--- src/rtl/axi_lite_mem_arbiter.sv ---
// rtl/axi_lite_mem_arbiter.sv - AXI4-Lite arbiter: IF/LS share reads, LS/LD share writes, one memory slave.
// Optional conflict counters are built when AXI_ARB_STATS_EN is defined.
`ifndef AXI_ADDR_WIDTH
`define AXI_ADDR_WIDTH 32
`endif
`ifndef AXI_DATA_WIDTH
`define AXI_DATA_WIDTH 32
`endif
`ifndef AXI_STROBE_WIDTH
`define AXI_STROBE_WIDTH 4
`endif

module axi_lite_mem_arbiter #(
  parameter int FIXED_PRIO = 0
) (
  input  logic                          CLK,
  input  logic                          RSTn,
  input  logic                          IF_ARVALID,
  output logic                          IF_ARREADY,
  input  logic [`AXI_ADDR_WIDTH-1:0]    IF_ARADDR,
  input  logic [2:0]                    IF_ARPROT,
  output logic                          IF_RVALID,
  input  logic                          IF_RREADY,
  output logic [`AXI_DATA_WIDTH-1:0]    IF_RDATA,
  output logic [1:0]                    IF_RRESP,
  input  logic                          LS_ARVALID,
  output logic                          LS_ARREADY,
  input  logic [`AXI_ADDR_WIDTH-1:0]    LS_ARADDR,
  input  logic [2:0]                    LS_ARPROT,
  output logic                          LS_RVALID,
  input  logic                          LS_RREADY,
  output logic [`AXI_DATA_WIDTH-1:0]    LS_RDATA,
  output logic [1:0]                    LS_RRESP,
  input  logic                          LS_AWVALID,
  output logic                          LS_AWREADY,
  input  logic [`AXI_ADDR_WIDTH-1:0]    LS_AWADDR,
  input  logic [2:0]                    LS_AWPROT,
  input  logic                          LS_WVALID,
  output logic                          LS_WREADY,
  input  logic [`AXI_DATA_WIDTH-1:0]    LS_WDATA,
  input  logic [`AXI_STROBE_WIDTH-1:0]  LS_WSTRB,
  output logic                          LS_BVALID,
  input  logic                          LS_BREADY,
  output logic [1:0]                    LS_BRESP,
  input  logic                          LD_AWVALID,
  output logic                          LD_AWREADY,
  input  logic [`AXI_ADDR_WIDTH-1:0]    LD_AWADDR,
  input  logic [2:0]                    LD_AWPROT,
  input  logic                          LD_WVALID,
  output logic                          LD_WREADY,
  input  logic [`AXI_DATA_WIDTH-1:0]    LD_WDATA,
  input  logic [`AXI_STROBE_WIDTH-1:0]  LD_WSTRB,
  output logic                          LD_BVALID,
  input  logic                          LD_BREADY,
  output logic [1:0]                    LD_BRESP,
  output logic                          M_AXI_AWVALID,
  input  logic                          M_AXI_AWREADY,
  output logic [`AXI_ADDR_WIDTH-1:0]    M_AXI_AWADDR,
  output logic [2:0]                    M_AXI_AWPROT,
  output logic                          M_AXI_WVALID,
  input  logic                          M_AXI_WREADY,
  output logic [`AXI_DATA_WIDTH-1:0]    M_AXI_WDATA,
  output logic [`AXI_STROBE_WIDTH-1:0]  M_AXI_WSTRB,
  input  logic                          M_AXI_BVALID,
  output logic                          M_AXI_BREADY,
  input  logic [1:0]                    M_AXI_BRESP,
  output logic                          M_AXI_ARVALID,
  input  logic                          M_AXI_ARREADY,
  output logic [`AXI_ADDR_WIDTH-1:0]    M_AXI_ARADDR,
  output logic [2:0]                    M_AXI_ARPROT,
  input  logic                          M_AXI_RVALID,
  output logic                          M_AXI_RREADY,
  input  logic [`AXI_DATA_WIDTH-1:0]    M_AXI_RDATA,
  input  logic [1:0]                    M_AXI_RRESP
`ifdef AXI_ARB_STATS_EN
  ,
  output logic [31:0]                   RD_CONFLICTS,
  output logic [31:0]                   WR_CONFLICTS
`endif
);

  typedef enum logic [1:0] {R_IDLE, R_ADDR, R_DATA} rd_state_e;
  typedef enum logic [1:0] {W_IDLE, W_ADDR, W_DATA, W_RESP} wr_state_e;

  rd_state_e rd_state_q, rd_state_d;
  wr_state_e wr_state_q, wr_state_d;
  // Owner: read 0=IF 1=LS, write 0=LS 1=LD. Prio names the tie winner in round-robin mode.
  logic rd_own_q, rd_own_d, rd_prio_q, rd_prio_d;
  logic wr_own_q, wr_own_d, wr_prio_q, wr_prio_d;
  logic wr_wvalid;

  always_ff @(posedge CLK or negedge RSTn) begin
    if (!RSTn) begin
      rd_state_q <= R_IDLE;
      rd_own_q   <= 1'b0;
      rd_prio_q  <= 1'b0;
      wr_state_q <= W_IDLE;
      wr_own_q   <= 1'b0;
      wr_prio_q  <= 1'b0;
    end else begin
      rd_state_q <= rd_state_d;
      rd_own_q   <= rd_own_d;
      rd_prio_q  <= rd_prio_d;
      wr_state_q <= wr_state_d;
      wr_own_q   <= wr_own_d;
      wr_prio_q  <= wr_prio_d;
    end
  end

  // The pointer moves only when a tie is resolved, so a lone grant never costs the other master its turn.
  always_comb begin
    rd_state_d    = rd_state_q;
    rd_own_d      = rd_own_q;
    rd_prio_d     = rd_prio_q;
    IF_ARREADY    = 1'b0;
    LS_ARREADY    = 1'b0;
    IF_RVALID     = 1'b0;
    LS_RVALID     = 1'b0;
    IF_RDATA      = '0;
    LS_RDATA      = '0;
    IF_RRESP      = 2'b00;
    LS_RRESP      = 2'b00;
    M_AXI_ARVALID = 1'b0;
    M_AXI_ARADDR  = '0;
    M_AXI_ARPROT  = 3'b000;
    M_AXI_RREADY  = 1'b0;
    case (rd_state_q)
      R_IDLE: begin
        if (IF_ARVALID || LS_ARVALID) begin
          rd_state_d = R_ADDR;
          if (IF_ARVALID && LS_ARVALID) begin
            rd_own_d  = (FIXED_PRIO != 0) ? 1'b1 : rd_prio_q;
            rd_prio_d = ~rd_own_d;
          end else begin
            rd_own_d = LS_ARVALID;
          end
        end
      end
      R_ADDR: begin
        M_AXI_ARVALID = 1'b1;
        M_AXI_ARADDR  = rd_own_q ? LS_ARADDR : IF_ARADDR;
        M_AXI_ARPROT  = rd_own_q ? LS_ARPROT : IF_ARPROT;
        IF_ARREADY    = ~rd_own_q & M_AXI_ARREADY;
        LS_ARREADY    = rd_own_q & M_AXI_ARREADY;
        if (M_AXI_ARREADY) rd_state_d = R_DATA;
      end
      R_DATA: begin
        M_AXI_RREADY = rd_own_q ? LS_RREADY : IF_RREADY;
        if (rd_own_q) begin
          LS_RVALID = M_AXI_RVALID;
          LS_RDATA  = M_AXI_RDATA;
          LS_RRESP  = M_AXI_RRESP;
        end else begin
          IF_RVALID = M_AXI_RVALID;
          IF_RDATA  = M_AXI_RDATA;
          IF_RRESP  = M_AXI_RRESP;
        end
        if (M_AXI_RVALID && M_AXI_RREADY) rd_state_d = R_IDLE;
      end
      default: rd_state_d = R_IDLE;
    endcase
  end

  always_comb begin
    wr_state_d    = wr_state_q;
    wr_own_d      = wr_own_q;
    wr_prio_d     = wr_prio_q;
    wr_wvalid     = wr_own_q ? LD_WVALID : LS_WVALID;
    LS_AWREADY    = 1'b0;
    LD_AWREADY    = 1'b0;
    LS_WREADY     = 1'b0;
    LD_WREADY     = 1'b0;
    LS_BVALID     = 1'b0;
    LD_BVALID     = 1'b0;
    LS_BRESP      = 2'b00;
    LD_BRESP      = 2'b00;
    M_AXI_AWVALID = 1'b0;
    M_AXI_AWADDR  = '0;
    M_AXI_AWPROT  = 3'b000;
    M_AXI_WVALID  = 1'b0;
    M_AXI_WDATA   = '0;
    M_AXI_WSTRB   = '0;
    M_AXI_BREADY  = 1'b0;
    case (wr_state_q)
      W_IDLE: begin
        if (LS_AWVALID || LD_AWVALID) begin
          wr_state_d = W_ADDR;
          if (LS_AWVALID && LD_AWVALID) begin
            wr_own_d  = (FIXED_PRIO != 0) ? 1'b1 : wr_prio_q;
            wr_prio_d = ~wr_own_d;
          end else begin
            wr_own_d = LD_AWVALID;
          end
        end
      end
      W_ADDR: begin
        M_AXI_AWVALID = 1'b1;
        M_AXI_AWADDR  = wr_own_q ? LD_AWADDR : LS_AWADDR;
        M_AXI_AWPROT  = wr_own_q ? LD_AWPROT : LS_AWPROT;
        LS_AWREADY    = ~wr_own_q & M_AXI_AWREADY;
        LD_AWREADY    = wr_own_q & M_AXI_AWREADY;
        if (M_AXI_AWREADY) wr_state_d = W_DATA;
      end
      W_DATA: begin
        M_AXI_WVALID = wr_wvalid;
        M_AXI_WDATA  = wr_own_q ? LD_WDATA : LS_WDATA;
        M_AXI_WSTRB  = wr_own_q ? LD_WSTRB : LS_WSTRB;
        LS_WREADY    = ~wr_own_q & M_AXI_WREADY;
        LD_WREADY    = wr_own_q & M_AXI_WREADY;
        if (wr_wvalid && M_AXI_WREADY) wr_state_d = W_RESP;
      end
      W_RESP: begin
        M_AXI_BREADY = wr_own_q ? LD_BREADY : LS_BREADY;
        if (wr_own_q) begin
          LD_BVALID = M_AXI_BVALID;
          LD_BRESP  = M_AXI_BRESP;
        end else begin
          LS_BVALID = M_AXI_BVALID;
          LS_BRESP  = M_AXI_BRESP;
        end
        if (M_AXI_BVALID && M_AXI_BREADY) wr_state_d = W_IDLE;
      end
      default: wr_state_d = W_IDLE;
    endcase
  end

`ifdef AXI_ARB_STATS_EN
  logic [31:0] rd_conf_q, wr_conf_q;

  always_ff @(posedge CLK or negedge RSTn) begin
    if (!RSTn) begin
      rd_conf_q <= 32'd0;
      wr_conf_q <= 32'd0;
    end else begin
      if (rd_state_q == R_IDLE && IF_ARVALID && LS_ARVALID) rd_conf_q <= rd_conf_q + 32'd1;
      if (wr_state_q == W_IDLE && LS_AWVALID && LD_AWVALID) wr_conf_q <= wr_conf_q + 32'd1;
    end
  end

  assign RD_CONFLICTS = rd_conf_q;
  assign WR_CONFLICTS = wr_conf_q;
`else
  // Conflict counters are not built in this configuration.
`endif

endmodule
--- config.mk ---
export PLATFORM = sky130hd
export DESIGN_NAME = axi_lite_mem_arbiter
export DESIGN_NICKNAME = d
export VERILOG_FILES = /design/src/rtl/axi_lite_mem_arbiter.sv
export SDC_FILE = /design/constraint.sdc
export NUM_CORES = 1
export LEC_CHECK = 0
export ABC_AREA = 1
export ABC_CLOCK_PERIOD_IN_PS = 1400
export BUFFER_PORTS_ARGS = -buffer_cell sky130_fd_sc_hd__buf_2
export CAP_MARGIN = 0
export CORE_AREA = 3 3 177 179
export CTS_BUF_LIST = sky130_fd_sc_hd__clkbuf_4 sky130_fd_sc_hd__clkbuf_8
export DETAILED_ROUTE_END_ITERATION = 8
export DIE_AREA = 0 0 180 182
export PLACE_DENSITY = 0.36
export SLEW_MARGIN = 10
export SYNTH_ARGS = -nofsm -noshare
export SYNTH_HDL_FRONTEND = slang
export SYNTH_SLANG_ARGS = --single-unit
--- constraint.sdc ---
create_clock -name CLK -period 1.4 [get_ports CLK]
set_clock_uncertainty 0.2 [all_clocks]
set_input_delay 0.14 -clock CLK [delete_from_list [all_inputs] [get_ports CLK]]
set_output_delay 0.14 -clock CLK [all_outputs]
set_load 0.01 [all_outputs]
==> flow_summary.ini, run 1 <==
[run_status]
outcome = complete, but fails checks
violations = setup timing

[sta]
worst_pin_slew_ns = 0.261
setup_ws_ns = -0.393
setup_violations = 197
finalCritPeriodShare_pct = 128
hold_viol_final = 0
grt_setup_unrepaired = true
maxSlewViolCount = 0
maxClockFrequency_mhz = 558
slew_headroom_pct = 82.6
fin_crit_ns = 1.79
finalSetupTns_ns = -66.28

[clock_network]
ctsRootBufferMaster = clkbuf_8
clk_latency_ns = 0.24
cts-htree-levels = 1
clk_pin_slew_worst_paths_ns = 0.05
cts_tree = yes
clock-sinks = 8
cts_buffers = 3
cts_buffer_depth = 2

[synthesis]
ys_warn_count = 0
yosysSeqAreaShare_pct = 7.48
muxShareOfSynthArea_pct = 0
synth_area_leaders = nand2_1, a21oi_1, nor2_1
syn_inst = 558
yosysMostFrequentCell = nand2_1
synth-edff-count = 0
synth_compound_area_share_pct = 22.9
syn_avg_cell_area_sq_um = 4.79
synthXorXnorAreaFrac_pct = 0.655
synth_cell_types = 22
yosys_most_used_dff = dfrtp_1
synth_fp_nets = 827
synthAdderAreaFrac_pct = 1.87
yosys-top-cells-count = nand2_1, a21oi_1, nor2_1
async_reset_ff_share_pct = 100
yosys.area.top_type_share_pct = 32.1
synth.cell_area_sq_um = 2680
synth.ff_latch_count = 8
synth_top_cell_by_area = nand2_1
synth_top_family_by_area = simple AND/OR/NAND/NOR gates
synth-simple-area-share_pct = 48.0

[die]
core_sq_um = 29700
dieArea_sq_um = 32800
rows = 63
die_x_microns = 180
initial_core_util_pct = 9.00
die_y_microns = 182
ios = 458

[worst_setup_path]
crit_required_ns = 1.06
path_cells = inv_2, ha_4, clkinv_8, buf_12, nor3_4, buf_2
ff2ff_path_depth = 10
crit_slowest_cell = dfrtp_2
r2r_slack_ns = -0.32
cp_top_family = buffers and inverters
startpoint_type = register
r2r-end = wr_state_q[0]$_DFFE_PN0P_
arrival_ns = 1.45
critPathKind = register to output pin
slowest_delay_ns = 0.43
rr_startpoint = wr_state_q[0]$_DFFE_PN0P_
worst-path-buf-inv = 4
end_kind = output pin
cp_max_fo = 8

[final_layout]
final_cells = 1449
diodes = 0
drive_gt1_share_pct = 67.6
post-route-util_pct = 26.5
nNetsFinal = 1329
area_growth_pct = 195

[drt]
viasPerCell = 3.77
wl_mm = 20.8
vias = 5462
detail-route-antenna-nets = 0
drt-pass1-iter-count = 4
drcViolationCount = 0
first_iter_violations = 147
post_drt_wl_per_cell_microns = 14.4

[hold_path]
hold_path.class = input pin to register
min_to = rd_state_q[0]$_DFFE_PN0P_
hold_start = IF_ARVALID
holdPathStages = 3

[pwr]
powerDensity_nw_per_um2 = 1680
p_total_mw = 13.3
p_leak_nw = 4.17
worst_ir_drop_vdd_v = 0.000789

[grt]
antenna_found_initial = 2
track_usage_pct = 11.2
grt_pass1_vias = 5401
grt_pass1_wl_mm = 29.8
grt_start_max_net_pins = 38
grt_remaining_overflow = 0

[flow_run]
maxCapViolCount = 0

[placement]
dpl.cell_count = 1407
pre_cts_slack_ns = -0.249
hpwl_mm = 15.8
gp_congestion = 0.834
port_buffers = 457
-- through the flow --
step / area, sq um / hold slack (ns)
floorplan: 3220 / -0.356
global placement: 6130 / -0.165
detailed placement: 6130 / -0.162
CTS: 7110 / 0.00630
global route: 7890 / 0.00820
finish: 7890 / 0.00332
-- layout make-up --
class / count / area (sq um)
Fill cell: 3245 / 21800
Inverter: 57 / 249
Sequential cell: 8 / 205
Clock buffer: 4 / 48.8
Multi-Input combinational cell: 450 / 2960
Timing Repair Buffer: 540 / 3940
Tap cell: 390 / 488
-- worst max-delay path by stage --
| stage | cells after the start | start | slack (ns) | to |
|---|---|---|---|---|
| final | 6 | wr_state_q[1]$_DFFE_PN0P_ | -0.39 | LD_AWREADY |
| after global routing | 6 | wr_state_q[0]$_DFFE_PN0P_ | -0.46 | LD_AWREADY |
| after CTS | 6 | rd_state_q[0]$_DFFE_PN0P_ | -0.40 | IF_RDATA[10] |
| after detailed placement | 6 | wr_state_q[1]$_DFFE_PN0P_ | -0.25 | LD_AWREADY |
| after global placement | 6 | wr_state_q[1]$_DFFE_PN0P_ | -0.23 | LS_AWREADY |
| after floorplan | 6 | wr_state_q[1]$_DFFE_PN0P_ | -0.04 | M_AXI_AWADDR[0] |
-- flip-flops by register name (all words and copies together), names as in the netlist --
signal	flops
wr_prio_q	1
rd_prio_q	1
wr_state_q	2
wr_own_q	1
rd_state_q	2
rd_own_q	1
-- timing repair --
action                                  in CTS  in global routing
endpoints found under the setup margin     198                201
buffers inserted                            11                 13
hold buffers                                 2                  2
pin swaps                                   12                 15
endpoints found under the hold margin        9                  1
cloned                                       8                 10
gates resized for setup                    142                133
-- where the power goes --
group	switching, mW	internal, mW
Clock	0.114	0.219
Combinational	6.54	5.91
Sequential	0.135	0.362
Total	6.79	6.49
-- placed cells by master, fill, tap and decap left out, types with 2 or more instances in the layout --
cell type      synthesis  routed
buf_2                 17     389
nand2_1              229     216
buf_6                 14      87
inv_1                 54      48
a21oi_2               10      46
a21oi_4                0      35
nor2_4                 2      34
nor2_1                80      33
a21oi_1               97      26
buf_4                  2      24
buf_12                 0      19
nor2_2                 0      15
nand2_2                2      10
clkbuf_16              0       8
nor3_2                 0       6
buf_16                 0       6
nand2_4                0       5
inv_2                  3       4
nand3_2                0       4
ha_4                   0       4
dlygate4sd3_1          0       4
dfrtp_2                0       4
dfrtp_1                8       4
o21ai_1                0       3
clkbuf_8               0       3
buf_8                  0       3
clkinv_4               0       2
nand3_1                6       2
xor2_1                 2       2
nand4_1                2       2
o21ai_0                6       2
-- metal layers --
layer  global-route usage, %  wire, microns
met1                    12.4           7740
met2                    22.1          11400
met3                    2.38           1470
met4                    1.67            250
met5                       0             23
-- cell families after synthesis --
family | Yosys count
compound gates | 114
flops | 8
fa+ha+maj | 4
simple gates | 330
xor+xnor | 2
buf+inv | 100
-- worst min-delay path: cells and delay by family --
family                 cells  cell delay [ns]
AO/OA/AOI/OAI              2             0.14
buffers and inverters      1             0.11
Power figures use the tool's default switching activity.
==> run 2: changes to the inputs <==
--- a/config.mk
+++ b/config.mk
@@ -10,7 +10,7 @@
 export BUFFER_PORTS_ARGS = -buffer_cell sky130_fd_sc_hd__buf_2
 export CAP_MARGIN = 0
 export CORE_AREA = 3 3 177 179
-export CTS_BUF_LIST = sky130_fd_sc_hd__clkbuf_4 sky130_fd_sc_hd__clkbuf_8
+export CTS_BUF_LIST = sky130_fd_sc_hd__clkbuf_16
 export DETAILED_ROUTE_END_ITERATION = 8
 export DIE_AREA = 0 0 180 182
 export PLACE_DENSITY = 0.36
==> run 2 against run 1 <==
Effect of this change:
- the run ends with hold timing, setup timing left
- combinational power barely moved
- sequential power barely moved
- routed wire length rose by 0.72%
- largest power group unchanged
==> flow_summary.ini, run 2 (same netlist as run 1, synthesis figures left out) <==
[run_status]
outcome = complete, but fails checks
violations = hold timing, setup timing

[worst_setup_path]
ff2ff_path_depth = 8
critPathKind = register to output pin
rr_startpoint = wr_state_q[1]$_DFFE_PN0P_
cp-startpoint = rd_state_q[0]$_DFFE_PN0P_
crit_required_ns = 1.06
r2r_slack_ns = -0.19
startpoint_type = register
cp_max_fo = 7
arrival_ns = 1.46
endpoint = IF_RDATA[22]
end_kind = output pin
r2r-end = wr_state_q[0]$_DFFE_PN0P_

[die]
die_y_microns = 182
rows = 63
dieArea_sq_um = 32800
ios = 458
die_x_microns = 180
core_sq_um = 29700
initial_core_util_pct = 9.00

[final_layout]
largestRegisters = rd_state_q x2, wr_state_q x2
final_common_cell = buf_2
drive_gt1_share_pct = 69.8
final_cell_mix = buf_2, nand2_1, buf_6, inv_1, a21oi_2
nNetsFinal = 1327
area_growth_pct = 199
finalInstanceArea_sq_um = 8010
diodes = 0

[grt]
grt_pass1_wl_mm = 29.5
grt_remaining_overflow = 0
antenna_found_initial = 2
grt_pass1_vias = 5338
track_usage_pct = 11.1
grt_start_max_net_pins = 38

[clock_network]
cts_tree = yes
clk_latency_ns = 0.24
cts_buffer_depth = 2
cts_buffers = 3
ctsRootBufferMaster = clkbuf_16
cts-htree-levels = 1
clk_pin_slew_worst_paths_ns = 0.04
clock-sinks = 8

[drt]
detail-route-antenna-nets = 0
vias = 5486
viasPerCell = 3.79
first_iter_violations = 133
drt-pass1-iter-count = 6
post_drt_wl_per_cell_microns = 14.5
drcViolationCount = 0
wl_mm = 21.0

[pwr]
p_leak_nw = 4.15
powerDensity_nw_per_um2 = 1690
worst_ir_drop_vdd_v = 0.000785

[sta]
worst_pin_slew_ns = 0.305
setup_ws_ns = -0.396
finalCritPeriodShare_pct = 128
maxClockFrequency_mhz = 557
setup_violations = 198
whs_ns = -0.00215
grt_setup_unrepaired = true
slew_headroom_pct = 79.6
fin_crit_ns = 1.80
hold_viol_final = 1
maxSlewViolCount = 0

[hold_path]
hold_path.class = input pin to register
holdPathStages = 3

[placement]
place_area_sq_um = 6130
pre_cts_slack_ns = -0.249
gp_congestion = 0.834
hpwl_mm = 15.8
port_buffers = 457

[flow_run]
maxCapViolCount = 0
## run 2: report_power, final
group          leakage [nW]  switching (mW)  internal [mW]
Clock                0.0423           0.133          0.374
Sequential           0.0921           0.135          0.363
Combinational          4.02            6.60           5.91
Total                  4.15            6.86           6.65
## run 2: worst max-delay path: stages (launching register included)
cell     delay (ns)
dfrtp_2        0.43
nor2_4         0.16
nand2_4        0.11
buf_12         0.16
buf_12         0.14
nor2_1         0.08
buf_2          0.13
## run 2: layer usage
layer	global-route usage, %	part of all wire, %	vias up
met2	21.9	55	227
met1	12.4	37	2508
met5	0	0.11	-
met4	1.36	0.81	4
li1	-	-	2729
met3	2.36	6.7	18
## run 2: metrics by stage
| step | util (%) | hold WS (ns) | power, mW | std cells | TNS [ns] |
|---|---|---|---|---|---|
| floorplan | - | -0.356 | 6.00 | 558 | -2.68 |
| global placement | 20.6 | -0.165 | 9.57 | 1407 | -17.47 |
| detailed placement | 20.6 | -0.162 | 9.46 | 1407 | -18.47 |
| CTS | 23.7 | 0.0111 | 12.2 | 1433 | -66.06 |
| global route | 26.9 | 0.0190 | 14.5 | 1447 | -76.38 |
| finish | 26.9 | -0.00215 | 13.5 | 1447 | -64.32 |
## run 2: layout make-up
cell class / instances / area [sq um]
Fill cell: 3258 / 21700
Timing Repair Buffer: 538 / 3930
Multi-Input combinational cell: 450 / 3050
Tap cell: 390 / 488
Inverter: 57 / 249
Sequential cell: 8 / 205
Clock buffer: 3 / 75.1
Clock inverter: 1 / 3.75
## run 2: repair_timing
| action | 4_1_cts | 5_1_grt |
|---|---|---|
| endpoints found under the hold margin | 9 | 0 |
| gates resized for setup | 113 | 197 |
| pin swaps | 6 | 15 |
| setup endpoints to repair | 198 | 201 |
| gates cloned | 8 | 9 |
| hold buffers | 2 | 0 |
| setup buffers | 12 | 11 |
## run 2: how the worst min path moves through the flow
stage	to	startpoint
global placement	rd_prio_q$_DFFE_PN0P_	RSTn
CTS	rd_own_q$_DFFE_PN0P_	LS_ARVALID
finish	wr_own_q$_DFFE_PN0P_	LD_AWVALID
floorplan	rd_own_q$_DFFE_PN0P_	RSTn
global route	wr_prio_q$_DFFE_PN0P_	LS_AWVALID
detailed placement	rd_prio_q$_DFFE_PN0P_	RSTn
